--- src/rtl/sdram_bridge_pkg.sv ---
// Shared types for the SDRAM burst bridge: FSM state encoding and the
// byte-lane order used when packing bytes into 16-bit controller words.
package sdram_bridge_pkg;

  typedef enum logic [2:0] {
    IDLE,
    WFILL,
    WREQ,
    WDATA,
    RREQ,
    RDATA,
    RDRAIN
  } state_t;

  // Lane that receives the even (first) byte of each pair: 0 means [7:0].
  localparam logic FIRST_LANE = 1'b0;

  // Maps byte parity within a word to the 16-bit lane it occupies.
  function automatic logic byte_lane(input logic odd);
    return odd ^ FIRST_LANE;
  endfunction

endpackage

--- src/rtl/burst_buf.sv ---
// Single-port BURST_LEN x 16 staging RAM with per-byte-lane write enables.
// Read is asynchronous so the word at the current index is visible at once.
module burst_buf #(
  parameter int DEPTH = 8,
  parameter int IDX_W = 3
) (
  input  logic             clk,
  input  logic [IDX_W-1:0] addr,
  input  logic [1:0]       we,
  input  logic [15:0]      wdata,
  output logic [15:0]      rdata
);

  logic [15:0] mem [DEPTH];

  // Byte-lane writes; contents are never reset.
  always_ff @(posedge clk) begin
    if (we[0]) mem[addr][7:0]  <= wdata[7:0];
    if (we[1]) mem[addr][15:8] <= wdata[15:8];
  end

  assign rdata = mem[addr];

endmodule

--- src/rtl/sdram_burst_bridge.sv ---
// Moves byte streams between byte-wide FIFOs and the 16-bit SDRAM
// controller user interface in bursts of BURST_LEN words, with write and
// read pointers that auto-increment inside a wrapping address region.
module sdram_burst_bridge #(
  parameter int ADDR_W       = 24,
  parameter int BURST_LEN    = 8,
  parameter int BASE_ADDR    = 0,
  parameter int REGION_WORDS = 1024
) (
  input  logic              sclk,
  input  logic              s_rst_n,
  input  logic              wr_trig,
  input  logic              rd_trig,
  input  logic              wfifo_empty,
  output logic              wfifo_rd_en,
  input  logic [7:0]        wfifo_rd_data,
  input  logic              rfifo_full,
  output logic              rfifo_wr_en,
  output logic [7:0]        rfifo_wr_data,
  input  logic              sdrc_init_done,
  input  logic              sdrc_busy_n,
  output logic              sdrc_wr_n,
  output logic              sdrc_rd_n,
  output logic [ADDR_W-1:0] sdrc_addr,
  output logic [8:0]        sdrc_data_len,
  output logic [15:0]       sdrc_data,
  input  logic              sdrc_wrd_ack,
  input  logic              sdrc_rd_valid,
  input  logic [15:0]       sdrc_rdata,
  output logic              busy,
  output logic              wr_done,
  output logic              rd_done,
  output logic              trig_ovf
);

  import sdram_bridge_pkg::*;

  localparam int IDX_W = (BURST_LEN > 1) ? $clog2(BURST_LEN) : 1;
  localparam logic [IDX_W:0]    LAST_BYTE = (IDX_W+1)'(2*BURST_LEN - 1);
  localparam logic [IDX_W-1:0]  LAST_WORD = IDX_W'(BURST_LEN - 1);
  localparam logic [ADDR_W-1:0] BASE      = ADDR_W'(BASE_ADDR);
  localparam logic [ADDR_W-1:0] LIMIT     = ADDR_W'(BASE_ADDR + REGION_WORDS);
  localparam logic [ADDR_W-1:0] STEP      = ADDR_W'(BURST_LEN);

  // Next burst start address, wrapping back to the region base.
  function automatic logic [ADDR_W-1:0] next_ptr(input logic [ADDR_W-1:0] p);
    logic [ADDR_W-1:0] n;
    n = p + STEP;
    return (n == LIMIT) ? BASE : n;
  endfunction

  state_t            state, state_nxt;
  logic              wr_pend, rd_pend;
  logic [ADDR_W-1:0] wr_ptr, rd_ptr;
  logic [IDX_W:0]    bcnt;      // byte index for fill and drain
  logic [IDX_W-1:0]  wcnt;      // word index for controller transfers
  logic              pop_pend;  // a FIFO pop issued last cycle, data arrives now
  logic              cap, ack_ev, rv_ev, push, wr_fin, rd_fin;
  logic [IDX_W-1:0]  buf_addr;
  logic [1:0]        buf_we;
  logic [15:0]       buf_wdata, buf_rdata;

  burst_buf #(
    .DEPTH (BURST_LEN),
    .IDX_W (IDX_W)
  ) u_buf (
    .clk   (sclk),
    .addr  (buf_addr),
    .we    (buf_we),
    .wdata (buf_wdata),
    .rdata (buf_rdata)
  );

  // State register.
  always_ff @(posedge sclk or negedge s_rst_n) begin
    if (!s_rst_n) state <= IDLE;
    else          state <= state_nxt;
  end

  // Next-state logic, handshake strobes and per-cycle events.
  always_comb begin
    state_nxt   = state;
    wfifo_rd_en = 1'b0;
    sdrc_wr_n   = 1'b1;
    sdrc_rd_n   = 1'b1;
    cap         = 1'b0;
    ack_ev      = 1'b0;
    rv_ev       = 1'b0;
    push        = 1'b0;
    wr_fin      = 1'b0;
    rd_fin      = 1'b0;
    case (state)
      IDLE: begin
        if (sdrc_init_done) begin
          if (wr_pend)      state_nxt = WFILL;
          else if (rd_pend) state_nxt = RREQ;
        end
      end
      WFILL: begin
        cap         = pop_pend;
        wfifo_rd_en = !pop_pend && !wfifo_empty;
        if (pop_pend && bcnt == LAST_BYTE) state_nxt = WREQ;
      end
      WREQ: begin
        if (sdrc_busy_n) begin
          sdrc_wr_n = 1'b0;
          state_nxt = WDATA;
        end
      end
      WDATA: begin
        ack_ev = sdrc_wrd_ack;
        if (sdrc_wrd_ack && wcnt == LAST_WORD) begin
          wr_fin    = 1'b1;
          state_nxt = IDLE;
        end
      end
      RREQ: begin
        if (sdrc_busy_n) begin
          sdrc_rd_n = 1'b0;
          state_nxt = RDATA;
        end
      end
      RDATA: begin
        rv_ev = sdrc_rd_valid;
        if (sdrc_rd_valid && wcnt == LAST_WORD) state_nxt = RDRAIN;
      end
      RDRAIN: begin
        push = !rfifo_full;
        if (push && bcnt == LAST_BYTE) begin
          rd_fin    = 1'b1;
          state_nxt = IDLE;
        end
      end
      default: state_nxt = IDLE;
    endcase
  end

  // Staging-buffer port: fill writes one lane, read burst writes both lanes.
  always_comb begin
    buf_addr  = wcnt;
    buf_we    = 2'b00;
    buf_wdata = sdrc_rdata;
    case (state)
      WFILL: begin
        buf_addr  = bcnt[IDX_W:1];
        buf_wdata = {wfifo_rd_data, wfifo_rd_data};
        if (cap) buf_we[byte_lane(bcnt[0])] = 1'b1;
      end
      RDATA: begin
        if (rv_ev) buf_we = 2'b11;
      end
      RDRAIN: buf_addr = bcnt[IDX_W:1];
      default: ;
    endcase
  end

  // Trigger bookkeeping: pending flags and the sticky overflow flag.
  always_ff @(posedge sclk or negedge s_rst_n) begin
    if (!s_rst_n) begin
      wr_pend  <= 1'b0;
      rd_pend  <= 1'b0;
      trig_ovf <= 1'b0;
    end else begin
      if ((wr_trig && wr_pend) || (rd_trig && rd_pend)) trig_ovf <= 1'b1;
      if (wr_trig)     wr_pend <= 1'b1;
      else if (wr_fin) wr_pend <= 1'b0;
      if (rd_trig)     rd_pend <= 1'b1;
      else if (rd_fin) rd_pend <= 1'b0;
    end
  end

  // Byte/word indices, pop tracking, burst pointers and done pulses.
  always_ff @(posedge sclk or negedge s_rst_n) begin
    if (!s_rst_n) begin
      bcnt     <= '0;
      wcnt     <= '0;
      pop_pend <= 1'b0;
      wr_ptr   <= BASE;
      rd_ptr   <= BASE;
      wr_done  <= 1'b0;
      rd_done  <= 1'b0;
    end else begin
      pop_pend <= wfifo_rd_en;
      wr_done  <= wr_fin;
      rd_done  <= rd_fin;
      if (cap || push) bcnt <= (bcnt == LAST_BYTE) ? '0 : bcnt + 1'b1;
      if (ack_ev || rv_ev) wcnt <= (wcnt == LAST_WORD) ? '0 : wcnt + 1'b1;
      if (wr_fin) wr_ptr <= next_ptr(wr_ptr);
      if (rd_fin) rd_ptr <= next_ptr(rd_ptr);
    end
  end

  assign sdrc_data_len = 9'(BURST_LEN - 1);
  assign busy          = (state != IDLE);
  assign rfifo_wr_en   = push;
  assign sdrc_addr     = (state == WREQ || state == WDATA) ? wr_ptr :
                         (state == RREQ || state == RDATA) ? rd_ptr : '0;
  assign sdrc_data     = (state == WREQ || state == WDATA) ? buf_rdata : '0;
  assign rfifo_wr_data = (state != RDRAIN)     ? 8'h00 :
                         byte_lane(bcnt[0])    ? buf_rdata[15:8] : buf_rdata[7:0];

endmodule

--- config.mk ---
export PLATFORM = sky130hd
export DESIGN_NAME = sdram_burst_bridge
export DESIGN_NICKNAME = d
export VERILOG_FILES = /design/src/rtl/sdram_bridge_pkg.sv /design/src/rtl/burst_buf.sv /design/src/rtl/sdram_burst_bridge.sv
export SDC_FILE = /design/constraint.sdc
export NUM_CORES = 1
export LEC_CHECK = 0
export BUFFER_PORTS_ARGS = -buffer_cell sky130_fd_sc_hd__buf_2
export CORE_MARGIN = 2
export CORE_UTILIZATION = 30
export CTS_CLUSTER_SIZE = 12
export DETAILED_ROUTE_END_ITERATION = 8
export SLEW_MARGIN = 0
export SYNTH_ARGS = -nofsm -noshare
export SYNTH_HDL_FRONTEND = slang
export SYNTH_SLANG_ARGS = --single-unit
--- constraint.sdc ---
create_clock -name sclk -period 3.1 [get_ports sclk]
set_clock_uncertainty 0.1 [all_clocks]
set_input_delay 0 -clock sclk [delete_from_list [all_inputs] [get_ports sclk]]
set_output_delay 0 -clock sclk [all_outputs]
set_load 0.1 [all_outputs]
# After elaboration in Yosys (flattened, before gate mapping)
# Memory sizes are Yosys's and may differ from the RTL's.
# Index checks and enable logic that the tools add are counted.
# totals
mem_bits_rw,128
memories,1
regBits,64
input_bits,34
elab_cells,105
output_inout_bits,65
# classes
eq_ne,19
n_lt_le_gt_ge,2
n_addsub,4
mux,46
n_reduce_logical,22
# memory_table
name,depth,word_bits,rd,rd_ports_with_merged_regs,wr,line_no,text
u_buf.mem,8,16,1,0,1,burst_buf.sv:14,logic [15:0] mem [DEPTH];
# ops
operator,n
$mux W24,4
$add A24 B4 Y24 const B,2
$eq A24 B11 Y1 const B,2
$mux W3,11
$mux W16,2
$mux W1,21
$pmux W3 S7,1
$mux W8,2
$ne A2 B2 Y1 const B,7
$eq A3 B3 Y1 const B,4
$logic_and A1 B1 Y1,8
$reduce_and A8 Y1,1
$eq A3 B2 Y1 const B,2
$ne A3 B3 Y1 const B,2
$logic_or A1 B1 Y1,5
$add A4 B1 Y4 const B,1
$eq A4 B4 Y1 const B,1
$mux W2,2
$mux W4,1
$pmux W2 S2,1
$reduce_bool A2 Y1,2
$add A3 B1 Y3 const B,1
$eq A3 B1 Y1 const B,1
$logic_not A1 Y1,3
other kinds (6),6

# Depth between registers and ports, before layout
# logic_depth
word_depth,8
ltp_mapped,10
mapped_depth_nobuf,9

# By module
# Synthesis repeated with hierarchy kept, for this count alone.
# hier_totals
cells_unflattened,711
area_unflattened_um2,9185.1
# by_module_without_submodules
mod,cells_per_inst,instances,seq_area_each_um2,area_each_um2
burst_buf,209,1,3843.7,4991.0
sdram_burst_bridge,502,1,1451.4,4194.0

# Worst setup path after synthesis
# OpenSTA, ideal clock, no wires.
# synth_path
kind,reg2out
from,register state[1]
to,output port rfifo_wr_data[4]
n_path_buf,2
path_stages_with_launch,10
setup_slack_ns,-1.157
arrival_time_ns,4.157
t_required_ns,3.000
cell_sequence,dfrtp_1 buf_2 and3b_1 nor2_4 mux2i_4 buf_2 nor2_1 a32oi_1 o221ai_1 a211oi_1
# synth_via
elab_chain_len,6
elab_cells_between_ends,8
classes_between,3 x eq/ne; 3 x mux; 1 x reduce/logical; 1 x memory
# synth_lines
element,line_no,text
start: declaration,sdram_burst_bridge.sv:52,"state_t state, state_nxt;"
start signal: assignment,sdram_burst_bridge.sv:77,else state <= state_nxt;
$eq A3 B1 Y1 / $eq A3 B3 Y1 (equally long branches),sdram_burst_bridge.sv:143,case (state)
$reduce_or A2 Y1 (no line),--,
$mux W3,sdram_burst_bridge.sv:143,
$mem_v2 Z8 W16,--,
$mux W8,sdram_burst_bridge.sv:200,byte_lane(bcnt[0]) ? buf_rdata[15:8] : buf_rdata[7:0];
$mux W8 *,sdram_burst_bridge.sv:199,assign rfifo_wr_data = (state != RDRAIN) ? 8'h00 :
end: declaration,sdram_burst_bridge.sv:19,"output logic [7:0] rfifo_wr_data,"
# Mark *: on every way between the ends. The rest lies on a longest branch, timed or not.

# Worst setup path after layout
# layout_path
from,register state[1]
to,output port rfifo_wr_data[6]
# Same word-level chain as after synthesis.

==> metrics.md <==
| Metric | Value |
|---|---|
| Initial DRC Count | `692` |
| WL per Instance | `approximately 19 microns` |
| CTS tree | `built` |
| # clock sinks | `approximately 190` |
| Status | `finished, violations left` |
| GRT Total Usage | `15.66%` |
| PD cells | `about 1100 nW/um^2` |
| Reg2reg setup slack | `0.38 ns` |
| DIE AREA | `31850 sq um` |
| Clk_lat worst skew | `0.44 ns` |
| Worst EP arrival | `2.96 ns` |
| Layout Cells excl Fill | `1334` |
| Synthesis-stage register bit count | `186` |
| Dpl hpwl | `17260 microns` |
| Final slew viol count | `0` |
| CTS Buffer Depth | `2` |
| Synth Instances | `around 800` |
| CTS H-tree lvls | `4` |
| Synth top area share | `42.09%` |
| Final min period | `3.063 ns` |
| Area leader, netlist | `edfxtp_1` |
| Largest net degree at the start of global routing | `38` |
| Fin. Hold Viols | `16` |
| Worst Setup Path Type | `reg -> out` |
| Relative max-transition margin | `43.29%` |
| # DRC | `0` |
| Smallest hold slack | `-0.008034 ns` |
| Initial Util | `30.65%` |
| Crit-path max FO | `6` |
| WHS Endpoint | `u_buf.mem[4][11]` |
| First-pass GRT wire length | `37720 microns` |
| RSZ-0062 raised after global routing | `true` |
| Total core area | `29800 sq um` |
| Syn avg cell area | `11.39 sq um` |
| DRT antenna net count | `0` |
| Lkg Pwr | `approximately 0.0045 uW` |
| Vias | `6809` |
| Comb pwr share | `between 50% and 60%` |
| Root Buffer Master | `clkbuf_16` |
| Port bufs | `86` |
| Die Wd | `178.5 microns` |
| Final Wtd Congestion | `0.8610` |
| Die Ht | `178.5 microns` |
| Worst vdd ir | `0.0007155 V` |
| Vias in the first global route | `about 6500` |
| Final setup fails | `0` |
| Placed cells | `1266` |
| Antenna violations before repair | `0` |
| Fraction of registers with async set/reset | `a little under a third` |
| Placement row count | `63` |
| Worst slew pin tran | `between 0.8 and 0.9 ns` |
| Post-Syn Area | `9133 sq um` |
| Psw | `5605 uW` |
| Antenna cells | `0` |
| Vias/cell | `5.104` |
| DR pass1 iterations | `5` |
| Layout Utilization | `39.03%` |
| Final wirelength | `roughly 25000 microns` |
| Hold path startpoint | `sdrc_rdata[11]` |
| Sw Share | `around 45%` |
| Hold depth | `3` |
| Main synth FF type | `edfxtp_1` |
| Layout cells sized above 1 | `27.22%` |
| Clk pwr share | `about 17%` |
| R2r startpoint | `state[1]` |
| Critical Path Sink Type | `output port` |
| Max Cap Viol | `0` |
| Net count, final | `970` |
| Post-synth EDFFs | `around 130` |
| Critical Path RT | `3.00 ns` |
| Seq/Total Area, Yosys | `slightly below 60%` |
| GRT overflow | `0` |
| RR Endpoint | `u_buf.mem[5][2]` |
| Worst-path clk slew | `0.07 ns` |
| Internal | `approximately 6700 uW` |
| Reg2Reg Depth | `7` |
| Area grow syn2layout | `27.33%` |
| Ys Warns | `0` |
| Pwr Total | `12320 uW` |
| Commonest cells post-synth | `143 x nand2_1, 128 x edfxtp_1, 58 x dfrtp_1, 55 x nor2_1, 34 x xnor2_1` |
| Most frequent cell after synthesis | `nand2_1` |
| Achievable frequency | `326.5 MHz` |
| Synth cell types | `66` |
| Worst hold path type | `in -> reg` |
| Final worst-path cycle share | `98.80%` |
| Cts bufs inserted | `17` |
| I/O pins | `99` |
| Reg power frac | `between 20% and 30%` |
| Ranking of synthesized cells by area | `edfxtp_1 42%, dfrtp_1 16%, nand2_1 5.9%, xnor2_1 3.3%, mux2i_1 2.8%` |
| Startpoint types | `flop` |
| Failing checks | `negative hold slack` |
how the worst max path moves through the flow:
stage / startpoint / to / slack [ns]
floorplan: state[1] / rfifo_wr_data[4] / -0.21
global placement: state[2] / rfifo_wr_data[4] / 0.28
detailed placement: state[2] / rfifo_wr_data[4] / 0.26
CTS: state[2] / rfifo_wr_data[4] / -0.02
global route: state[1] / rfifo_wr_data[1] / -0.07
finish: state[1] / rfifo_wr_data[6] / 0.04
metrics by stage:
stage	TNS [ns]	setup slack, ns	area (sq um)
global placement	0	0.2845	10450
CTS	-0.04135	-0.01963	11300
global route	-0.4442	-0.06674	11630
detailed placement	0	0.2618	10450
finish	0	0.03706	11630
floorplan	-0.7225	-0.2089	9241
layout make-up:
type                       instances  area [sq um]
fill                            2877         18170
sequential                       186          5298
multi-input combinational        564          3770
timing repair buffer             156          1490
tap                              390         488.0
clock buffer                      19         432.9
clock inverter                    13         127.6
inverter                           6         22.52
cells in the final DEF (no fill, tap or decap), types with 20 or more instances in the layout:
master / Yosys / routed
xnor2_1: 34 / 34
edfxtp_1: 128 / 128
nor2_1: 55 / 45
dfrtp_1: 58 / 56
buf_4: 18 / 42
a22o_1: 23 / 23
mux2i_1: 26 / 24
buf_2: 9 / 63
nand2_1: 143 / 141
buf_12: 1 / 27
nand3_1: 32 / 32
clkbuf_16: 0 / 20
cells by family after synthesis:
group	after synthesis	share of synthesized area, %
adders and majority gates	5	0.6850
other	2	0.08223
muxes	45	5.439
xor gates and xnor gates	46	4.412
AOI/OAI and AO/OA	133	10.81
DFF	186	57.98
buffers and inverters	62	3.850
and+or+nand+nor	323	16.74
sequential cells by signal, indices dropped and copies added (netlist names):
name	flops
wr_done	1
rd_pend	1
trig_ovf	1
rd_ptr	21
rd_done	1
wcnt	3
pop_pend	1
wr_pend	1
state	3
bcnt	4
u_buf.mem	128
wr_ptr	21
power groups by stage:
| stage | clock [uW] | sequential, uW | combinational, uW |
|---|---|---|---|
| after floorplan | 0 | 3120 | 4120 |
| after global placement | 0 | 3180 | 5930 |
| after detailed placement | 0 | 3180 | 5980 |
| after CTS | 2150 | 3130 | 6380 |
| after global routing | 2240 | 3150 | 7470 |
| final | 2110 | 3130 | 7080 |
per-layer routing:
layer  track usage (%)  vias up  share of wire [%]
met1             21.22     3308                 44
met3             3.836       31                7.6
li1                  -     3180                  -
met4             3.388        0                1.1
met5                 0        -                  0
met2             25.39      290                 47
worst max-delay path: stages (launching register included):
cell and delay [ns]:
dfrtp_2 0.44, and3b_2 0.26, nor2_4 0.17, mux2i_4 0.38, buf_12 0.17, mux2_2 0.35
o22ai_2 0.23, a221oi_2 0.07, a2bb2o_2 0.28, buf_12 0.17
repair_timing:
action | CTS | global route
setup endpoints to repair | 17 | 20
resized for setup | 15 | 38
gates cloned | 1 | 4
buffers inserted | 6 | 14
hold buffers | 13 | 0
pin swaps | 3 | 13
endpoints found under the hold margin | 79 | 0
No activity file was read; power rests on OpenSTA's default activity.
